$ cat src/rtl/jtag_port_arbiter.sv
// Arbitrates one JTAG engine between two byte-stream command sources (s0, s1).
// A burst is a header byte P followed by 2*P command bytes; P TDO bytes return to the burst's owner.
module jtag_port_arbiter #(
    parameter bit FAIR  = 1'b1,
    parameter int LEN_W = 8
) (
    input  logic             clk,
    input  logic             rst,
    input  logic             s0_rx_empty,
    output logic             s0_rx_rd_en,
    input  logic [LEN_W-1:0] s0_rx_rd_data,
    input  logic             s0_tx_full,
    output logic             s0_tx_wr_en,
    output logic [LEN_W-1:0] s0_tx_wr_data,
    input  logic             s1_rx_empty,
    output logic             s1_rx_rd_en,
    input  logic [LEN_W-1:0] s1_rx_rd_data,
    input  logic             s1_tx_full,
    output logic             s1_tx_wr_en,
    output logic [LEN_W-1:0] s1_tx_wr_data,
    output logic             eng_rx_empty,
    input  logic             eng_rx_rd_en,
    output logic [LEN_W-1:0] eng_rx_rd_data,
    output logic             eng_tx_full,
    input  logic             eng_tx_wr_en,
    input  logic [LEN_W-1:0] eng_tx_wr_data,
    output logic             busy,
    output logic             owner,
    output logic             err
);

    typedef enum logic [1:0] {
        ST_IDLE    = 2'd0,
        ST_HDR_RD  = 2'd1,
        ST_HDR_CAP = 2'd2,
        ST_GRANT   = 2'd3
    } state_t;

    localparam logic [LEN_W:0]   CMD_ZERO = {(LEN_W+1){1'b0}};
    localparam logic [LEN_W-1:0] RET_ZERO = {LEN_W{1'b0}};

    state_t           r_state, w_state_nxt;
    logic             r_owner, w_owner_nxt;
    logic             r_last, w_last_nxt;
    logic             r_err, w_err_nxt;
    logic [LEN_W:0]   r_cmd_cnt, w_cmd_nxt;
    logic [LEN_W-1:0] r_ret_cnt, w_ret_nxt;

    logic             w_own_empty;
    logic             w_own_full;
    logic [LEN_W-1:0] w_own_data;
    logic             w_winner;
    logic             w_src_rd;
    logic             w_rd_fwd;
    logic             w_wr_fwd;

    // Owner-side views of the source FIFOs and the tie-break winner.
    always_comb begin
        w_own_empty = r_owner ? s1_rx_empty   : s0_rx_empty;
        w_own_full  = r_owner ? s1_tx_full    : s0_tx_full;
        w_own_data  = r_owner ? s1_rx_rd_data : s0_rx_rd_data;
        if (!s0_rx_empty && !s1_rx_empty) begin
            w_winner = FAIR ? ~r_last : 1'b0;
        end else if (!s0_rx_empty) begin
            w_winner = 1'b0;
        end else begin
            w_winner = 1'b1;
        end
    end

    // Next-state logic and the combinational engine-facing handshakes.
    always_comb begin
        w_state_nxt  = r_state;
        w_owner_nxt  = r_owner;
        w_last_nxt   = r_last;
        w_cmd_nxt    = r_cmd_cnt;
        w_ret_nxt    = r_ret_cnt;
        w_src_rd     = 1'b0;
        w_rd_fwd     = 1'b0;
        w_wr_fwd     = 1'b0;
        eng_rx_empty = 1'b1;
        eng_tx_full  = 1'b1;
        // A return byte with nothing outstanding is dropped and flagged, whatever the state.
        w_err_nxt    = r_err | (eng_tx_wr_en & (r_ret_cnt == RET_ZERO));
        case (r_state)
            ST_IDLE: begin
                if (!s0_rx_empty || !s1_rx_empty) begin
                    w_owner_nxt = w_winner;
                    w_state_nxt = ST_HDR_RD;
                end else begin
                    w_state_nxt = ST_IDLE;
                end
            end
            ST_HDR_RD: begin
                w_src_rd    = 1'b1;
                w_state_nxt = ST_HDR_CAP;
            end
            ST_HDR_CAP: begin
                w_last_nxt = r_owner;
                if (w_own_data == RET_ZERO) begin
                    w_state_nxt = ST_IDLE;
                end else begin
                    w_cmd_nxt   = {w_own_data, 1'b0};
                    w_ret_nxt   = w_own_data;
                    w_state_nxt = ST_GRANT;
                end
            end
            ST_GRANT: begin
                eng_rx_empty = w_own_empty | (r_cmd_cnt == CMD_ZERO);
                eng_tx_full  = w_own_full;
                w_rd_fwd     = eng_rx_rd_en & (r_cmd_cnt != CMD_ZERO);
                w_wr_fwd     = eng_tx_wr_en & (r_ret_cnt != RET_ZERO);
                w_src_rd     = w_rd_fwd;
                w_cmd_nxt    = r_cmd_cnt - {{LEN_W{1'b0}}, w_rd_fwd};
                w_ret_nxt    = r_ret_cnt - {{(LEN_W-1){1'b0}}, w_wr_fwd};
                if ((w_cmd_nxt == CMD_ZERO) && (w_ret_nxt == RET_ZERO)) begin
                    w_state_nxt = ST_IDLE;
                end else begin
                    w_state_nxt = ST_GRANT;
                end
            end
            default: begin
                w_state_nxt = ST_IDLE;
            end
        endcase
    end

    // State and bookkeeping registers; last starts at s1 so the first tie goes to s0.
    always_ff @(posedge clk or posedge rst) begin
        if (rst) begin
            r_state   <= ST_IDLE;
            r_owner   <= 1'b0;
            r_last    <= 1'b1;
            r_err     <= 1'b0;
            r_cmd_cnt <= CMD_ZERO;
            r_ret_cnt <= RET_ZERO;
        end else begin
            r_state   <= w_state_nxt;
            r_owner   <= w_owner_nxt;
            r_last    <= w_last_nxt;
            r_err     <= w_err_nxt;
            r_cmd_cnt <= w_cmd_nxt;
            r_ret_cnt <= w_ret_nxt;
        end
    end

    assign s0_rx_rd_en    = w_src_rd & ~r_owner;
    assign s1_rx_rd_en    = w_src_rd &  r_owner;
    assign s0_tx_wr_en    = w_wr_fwd & ~r_owner;
    assign s1_tx_wr_en    = w_wr_fwd &  r_owner;
    assign s0_tx_wr_data  = eng_tx_wr_data;
    assign s1_tx_wr_data  = eng_tx_wr_data;
    assign eng_rx_rd_data = w_own_data;
    assign busy           = (r_state != ST_IDLE);
    assign owner          = r_owner;
    assign err            = r_err;

endmodule

$ cat config.mk
export PLATFORM = sky130hd
export DESIGN_NAME = jtag_port_arbiter
export DESIGN_NICKNAME = d
export VERILOG_FILES = /design/src/rtl/jtag_port_arbiter.sv
export SDC_FILE = /design/constraint.sdc
export NUM_CORES = 1
export LEC_CHECK = 0
export CORE_MARGIN = 3
export CORE_UTILIZATION = 45
export CTS_CLUSTER_SIZE = 28
export DETAILED_ROUTE_END_ITERATION = 12
export GPL_TIMING_DRIVEN = 0
export PLACE_DENSITY_LB_ADDON = 0.05
export SLEW_MARGIN = 20
export SYNTH_ARGS = -nofsm -noshare
export SYNTH_HDL_FRONTEND = slang
export SYNTH_SLANG_ARGS = --single-unit
$ cat constraint.sdc
create_clock -name clk -period 3.78 [get_ports clk]
set_input_delay 0.945 -clock clk [delete_from_list [all_inputs] [get_ports clk]]
set_output_delay 0.945 -clock clk [all_outputs]
set_load 0.02 [all_outputs]
# == Yosys cells after proc, flatten, opt, wreduce, memory -nomap -nowiden ==
# Index checks and enable logic that the tools add are counted.
# totals
inputBits,32
wordCells,57
regBits,22
out_inout_bits,33
# op_classes
n_addsub,2
eq_ne,4
n_reduce_logical,17
mux,17
n_bitwise,11
# op_table
operator,count
8-bit zero test,3
9-bit zero test,2
9-bit case mux with 2 select lines,1
8-bit two-way mux,2
8-bit case mux with 2 select lines,1
9-bit two-way mux,1
9-bit nonzero test,1
9-bit by 1-bit subtractor with 9-bit output,1
1-bit two-way mux,8
2-bit case mux with 4 select lines,1
8-bit nonzero test,1
8-bit by 1-bit subtractor with 8-bit output,1
1-bit AND,7
"2-bit == test, second input constant",2
2-bit two-way mux,2
2-bit AND reduction,2
2-bit nonzero test,2
"2-bit by 1-bit == test with 1-bit output, second input constant",1
1-bit logical AND,2
1-bit zero test,2
2-bit zero test,1
"2-bit != test, second input constant",1
1-bit NOT,2
1-bit bitwise OR,2
other kinds (2),2

# == Depth between registers and ports, before layout ==
# logic_depth
depth_word,7
ltp_mapped,13
mapped_depth_nobuf,12

# == Least setup slack after synthesis ==
# No wires, ideal clock.
# synth_timing
path_type,input port to flip-flop
start,input port eng_tx_wr_en
end,register r_state[0]
setup_slack_ns,0.762
required_time_ns,3.642
path_stages,7
path_buffers,0
setup_time_ns,0.138
arrival_time_ns,2.880
path_cell_list,a21boi_0 -> ha_1 -> nor3b_1 -> xor2_1 -> or4_1 -> a2111oi_4 -> o22ai_1
# synth_via
elab_chain_cells,6
# synth_lines
element,line_no,text
"start, declared",25,"input logic eng_tx_wr_en,"
1-bit AND,112,w_wr_fwd = eng_tx_wr_en & (r_ret_cnt != RET_ZERO);
8-bit by 1-bit subtractor with 8-bit output,115,"w_ret_nxt = r_ret_cnt - {{(LEN_W-1){1'b0}}, w_wr_fwd};"
8-bit zero test,116,if ((w_cmd_nxt == CMD_ZERO) && (w_ret_nxt == RET_ZERO)) begin
1-bit logical AND,116,
2-bit two-way mux,116,
2-bit case mux with 4 select lines,85,case (r_state)
named net w_state_nxt[0],42,"state_t r_state, w_state_nxt;"
"end signal, assigned",138,r_state <= w_state_nxt;
"end, declared",42,
# The timed path passes the listed nets, and every way through them passes these cells.
# A chain may end at the register's enable or synchronous reset.

# == Worst setup path in the final report ==
# layout_timing
start,input port eng_rx_rd_en
end,register r_state[0]
# layout_via
elab_chain_cells,6
# layout_lines
element,line_no,text
"start, declared",22,"input logic eng_rx_rd_en,"
1-bit AND,111,w_rd_fwd = eng_rx_rd_en & (r_cmd_cnt != CMD_ZERO);
9-bit by 1-bit subtractor with 9-bit output,114,"w_cmd_nxt = r_cmd_cnt - {{LEN_W{1'b0}}, w_rd_fwd};"
9-bit zero test,116,
1-bit logical AND,116,
2-bit two-way mux,116,
2-bit case mux with 4 select lines,85,
named net w_state_nxt[0],42,
# The timed path passes the listed nets, and every way through them passes these cells.

==> results.py <==
metrics = {
    "outcome": {
        "status": "completed",
    },
    "global_routing": {
        "grt_pass1_wl_um": 8680,
        "grt_use_met1_pct": 29.4,
        "grt_use_met2_pct": 34.1,
        "grt_util_met3_pct": 5.36,
        "grt_pass1_vias": 1821,
        "grt_max_degree": 23,
        "antenna_found_initial": 0,
        "track_usage_pct": 21.7,
        "gr-total-overflow": 0,
        "top_usage_layer": "met2",
    },
    "yosys": {
        "yosysTopAreaCell": "dfrtp_1",
        "synth.ff_latch_count": 22,
        "async_reset_ff_share_pct": 100,
        "syn_inst": 215,
        "netlist_top_cells_area": "dfrtp_1 29%, buf_4 6.6%, mux2i_1 5.5%, a22o_1 4.3%, nand2_1 4.1%",
        "yosysUniqueCellTypes": 48,
        "yosysWarnings": 0,
        "synthFlopType": "dfrtp_1",
        "synth_top_area_share_pct": 28.7,
        "synth.net_count": 251,
        "ys_seq_area_share_pct": 30.1,
        "synth_edf_count": 0,
        "syn_avg_cell_area_sq_um": 8.51,
        "post_synth_instance_area_sq_um": 1830,
    },
    "route": {
        "wl_um": 5180,
        "drc": 0,
        "avgRoutedWirePerCell_um": 16.0,
        "vias": 1825,
        "firstDrtPassIters": 5,
        "viasPerCell": 5.65,
        "antenna_left": 0,
        "drtIter0Drc": 161,
    },
    "power_and_ir_drop": {
        "vdd_ir_drop_max_uv": 332,
        "p_clk_share_pct": 14.1,
        "powerDensity_nw_per_um2": 482,
        "fin_total_pwr_uw": 1210,
        "swShare_pct": 38.9,
        "p_int_uw": 740,
        "p_sw_uw": 472,
        "p_comb_share_pct": 50.2,
        "p_seq_share_pct": 35.7,
        "leakagePower_uw": 0.00108,
    },
    "cells_and_area": {
        "diodes": 0,
        "area_growth_pct": 37.3,
        "fin_nets": 312,
        "final_area_sq_um": 2510,
        "drive_above_1_share_pct": 12.7,
    },
    "timing": {
        "setup_tns_ps": 0,
        "drv_slew": 0,
        "fin_worst_skew_ps": 5.21,
        "rsz0062_at_grt": "false",
        "worstMarginPinSlew_ps": 884,
        "setup_ws_ps": 215,
        "max_slew_margin_pct": 41.0,
        "finalSetupViolCount": 0,
        "max_freq_mhz": 281,
        "hold_violations": 0,
        "post-route-period-util_pct": 94.3,
        "period_minus_slack_ps": 3560,
    },
    "critical_path": {
        "crit_chain": "clkdlybuf4s50_1 > nand2_1 > inv_1 > ha_1 > ha_1 > nor2b_1 > nand3b_1 > xnor2_1 > or4_1 > a2111oi_4 > o22ai_1",
        "crit_top_cell": "ha_1",
        "crit_fanout": 6,
        "crit_buf_inv": 2,
        "end_kind": "register",
        "cp-start-kind": "primary input",
        "crit_arrival_ps": 3690,
        "path_delay_family": "simple AND/OR/NAND/NOR gates",
        "slowest_delay_ps": 590,
        "cp.required_ps": 3910,
        "criticalPathCategory": "primary input to register",
        "cpMaxStageDelayCell": "or4_1",
    },
    "hold_path": {
        "hold_class": "register to register",
    },
    "cts": {
        "cts_sinks": 22,
        "clk_latency_ps": 260,
        "post_cts_buffers": 0,
        "cts_hold_buf": 0,
        "cts_tree": "built",
        "cts_root_buf": "clkbuf_8",
        "clkTransAtPathRegs_ps": 80,
        "htreeDepth": 1,
        "cts_made_buffers": 3,
        "clock_path_buffers": 2,
    },
    "placement": {
        "dpl_cell_area_sq_um": 2450,
        "port_buffers": 56,
        "place.gp.congestion": 0.872,
        "dp_hpwl_um": 4030,
        "place_ws_ps": -114,
    },
    "floorplanning": {
        "rows": 22,
        "design.die.area_sq_um": 4870,
        "io_pins": 65,
        "core-area_sq_um": 3800,
        "start_util_pct": 48.2,
        "die_w_um": 69.8,
        "dieHeight_um": 69.8,
    },
    "job": {
        "max_cap_violations": 0,
    },
}
-- logic make-up (layout without fill, tap and decap cells) --
family          after synthesis  count (layout)  synth area share (%)
simple gates                 66              66                  19.2
compound gates               56              56                  23.1
buf+inv                      44             104                  12.9
flops                        22              22                  30.1
mux                          12              12                  6.70
xor+xnor                     11              11                  5.26
fa+ha+maj                     4               4                  2.73
-- stage by stage --
step / cells / hold WS, ps / utilization [%]
final: 323 / 491 / 66.1
after global routing: 323 / 517 / 66.1
after CTS: 323 / 489 / 66.0
after detailed placement: 319 / 462 / 64.5
after floorplan: 215 / 492 / -
after global placement: 319 / 464 / 64.5
-- cells in the final DEF, fill, tap and decap left out, types with 3 or more instances in the layout --
| master | synthesis | final |
|---|---|---|
| a21oi_1 | 10 | 10 |
| nor4_1 | 5 | 5 |
| nor2_1 | 11 | 11 |
| o22ai_1 | 4 | 4 |
| nor2b_1 | 3 | 3 |
| a22o_1 | 9 | 9 |
| nand2_1 | 20 | 20 |
| xnor2_1 | 4 | 4 |
| clkbuf_1 | 7 | 7 |
| buf_4 | 16 | 16 |
| clkdlybuf4s50_1 | 0 | 56 |
| dfrtp_1 | 21 | 21 |
| a22oi_1 | 3 | 3 |
| nand3_1 | 6 | 6 |
| inv_1 | 16 | 16 |
| mux2i_1 | 10 | 10 |
| o21ai_0 | 12 | 12 |
| clkbuf_8 | 0 | 4 |
| nand3b_1 | 6 | 6 |
| a2bb2oi_1 | 3 | 3 |
| ha_1 | 4 | 4 |
| xor2_1 | 7 | 7 |
-- worst paths after layout --
kind                       cells past startpoint      endpoint          from  slack, ps
hold reg to reg                                1           err           err        490
setup / recovery                              11    r_state[0]  eng_rx_rd_en        220
min in group asynchronous                      2  r_ret_cnt[0]           rst       1160
hold / removal                                 1           err           err        490
max in group asynchronous                      2  r_cmd_cnt[2]           rst       2070
setup reg to reg                              13    r_state[0]  r_cmd_cnt[3]        340
-- cell type report --
type,instances,area [sq um]
plain buffers,28,176
clock buffers,4,55.1
fillers,347,1290
inverters,16,60.1
multi-input cells,149,1050
flip-flops and latches,22,552
well taps,48,60.1
repair buffers,56,561
-- cells in the mapped netlist, types with 3 or more instances --
library cell  count
nor2_1           11
xor2_1            7
a21oi_1          10
inv_1            16
buf_4            16
nand2_1          20
ha_1              4
mux2i_1          10
xnor2_1           4
o21ai_0          12
a22o_1            9
a2bb2oi_1         3
dfrtp_1          21
a22oi_1           3
nand3b_1          6
nand3_1           6
clkbuf_1          7
nor2b_1           3
o22ai_1           4
nor4_1            5
-- worst reg2reg max path, delay by kind of cell, from the launching register on --
family          cells  cell delay [ps]
flops               1              360
simple gates        6             1690
compound gates      2              470
xor+xnor            1              100
fa+ha+maj           2              460
buf+inv             2              220
-- layer usage --
metal	up-vias	part of all wire (%)	wire, um
met4	0	1.7	89
met1	843	44	2300
met5	-	0	0
met2	91	45	2320
met3	11	9.1	474
li1	880	-	-
-- state kept, by name (all words and copies together), names as in the netlist --
register   flops
err            1
r_last         1
r_cmd_cnt      9
r_state        2
owner          1
r_ret_cnt      8
-- power by group through the flow --
stage / logic [uW] / registers (uW) / clock network, uW
after CTS: 607 / 426 / 175
after global placement: 597 / 427 / 0
after floorplan: 443 / 411 / 0
after detailed placement: 604 / 429 / 0
after global routing: 676 / 449 / 184
final: 608 / 432 / 171
-- repair_timing --
action | CTS | global route
setup endpoints to repair | 0 | 6
resized for setup | 0 | 3
endpoints found under the hold margin | 0 | 0
(Power assumes the default switching activity.)
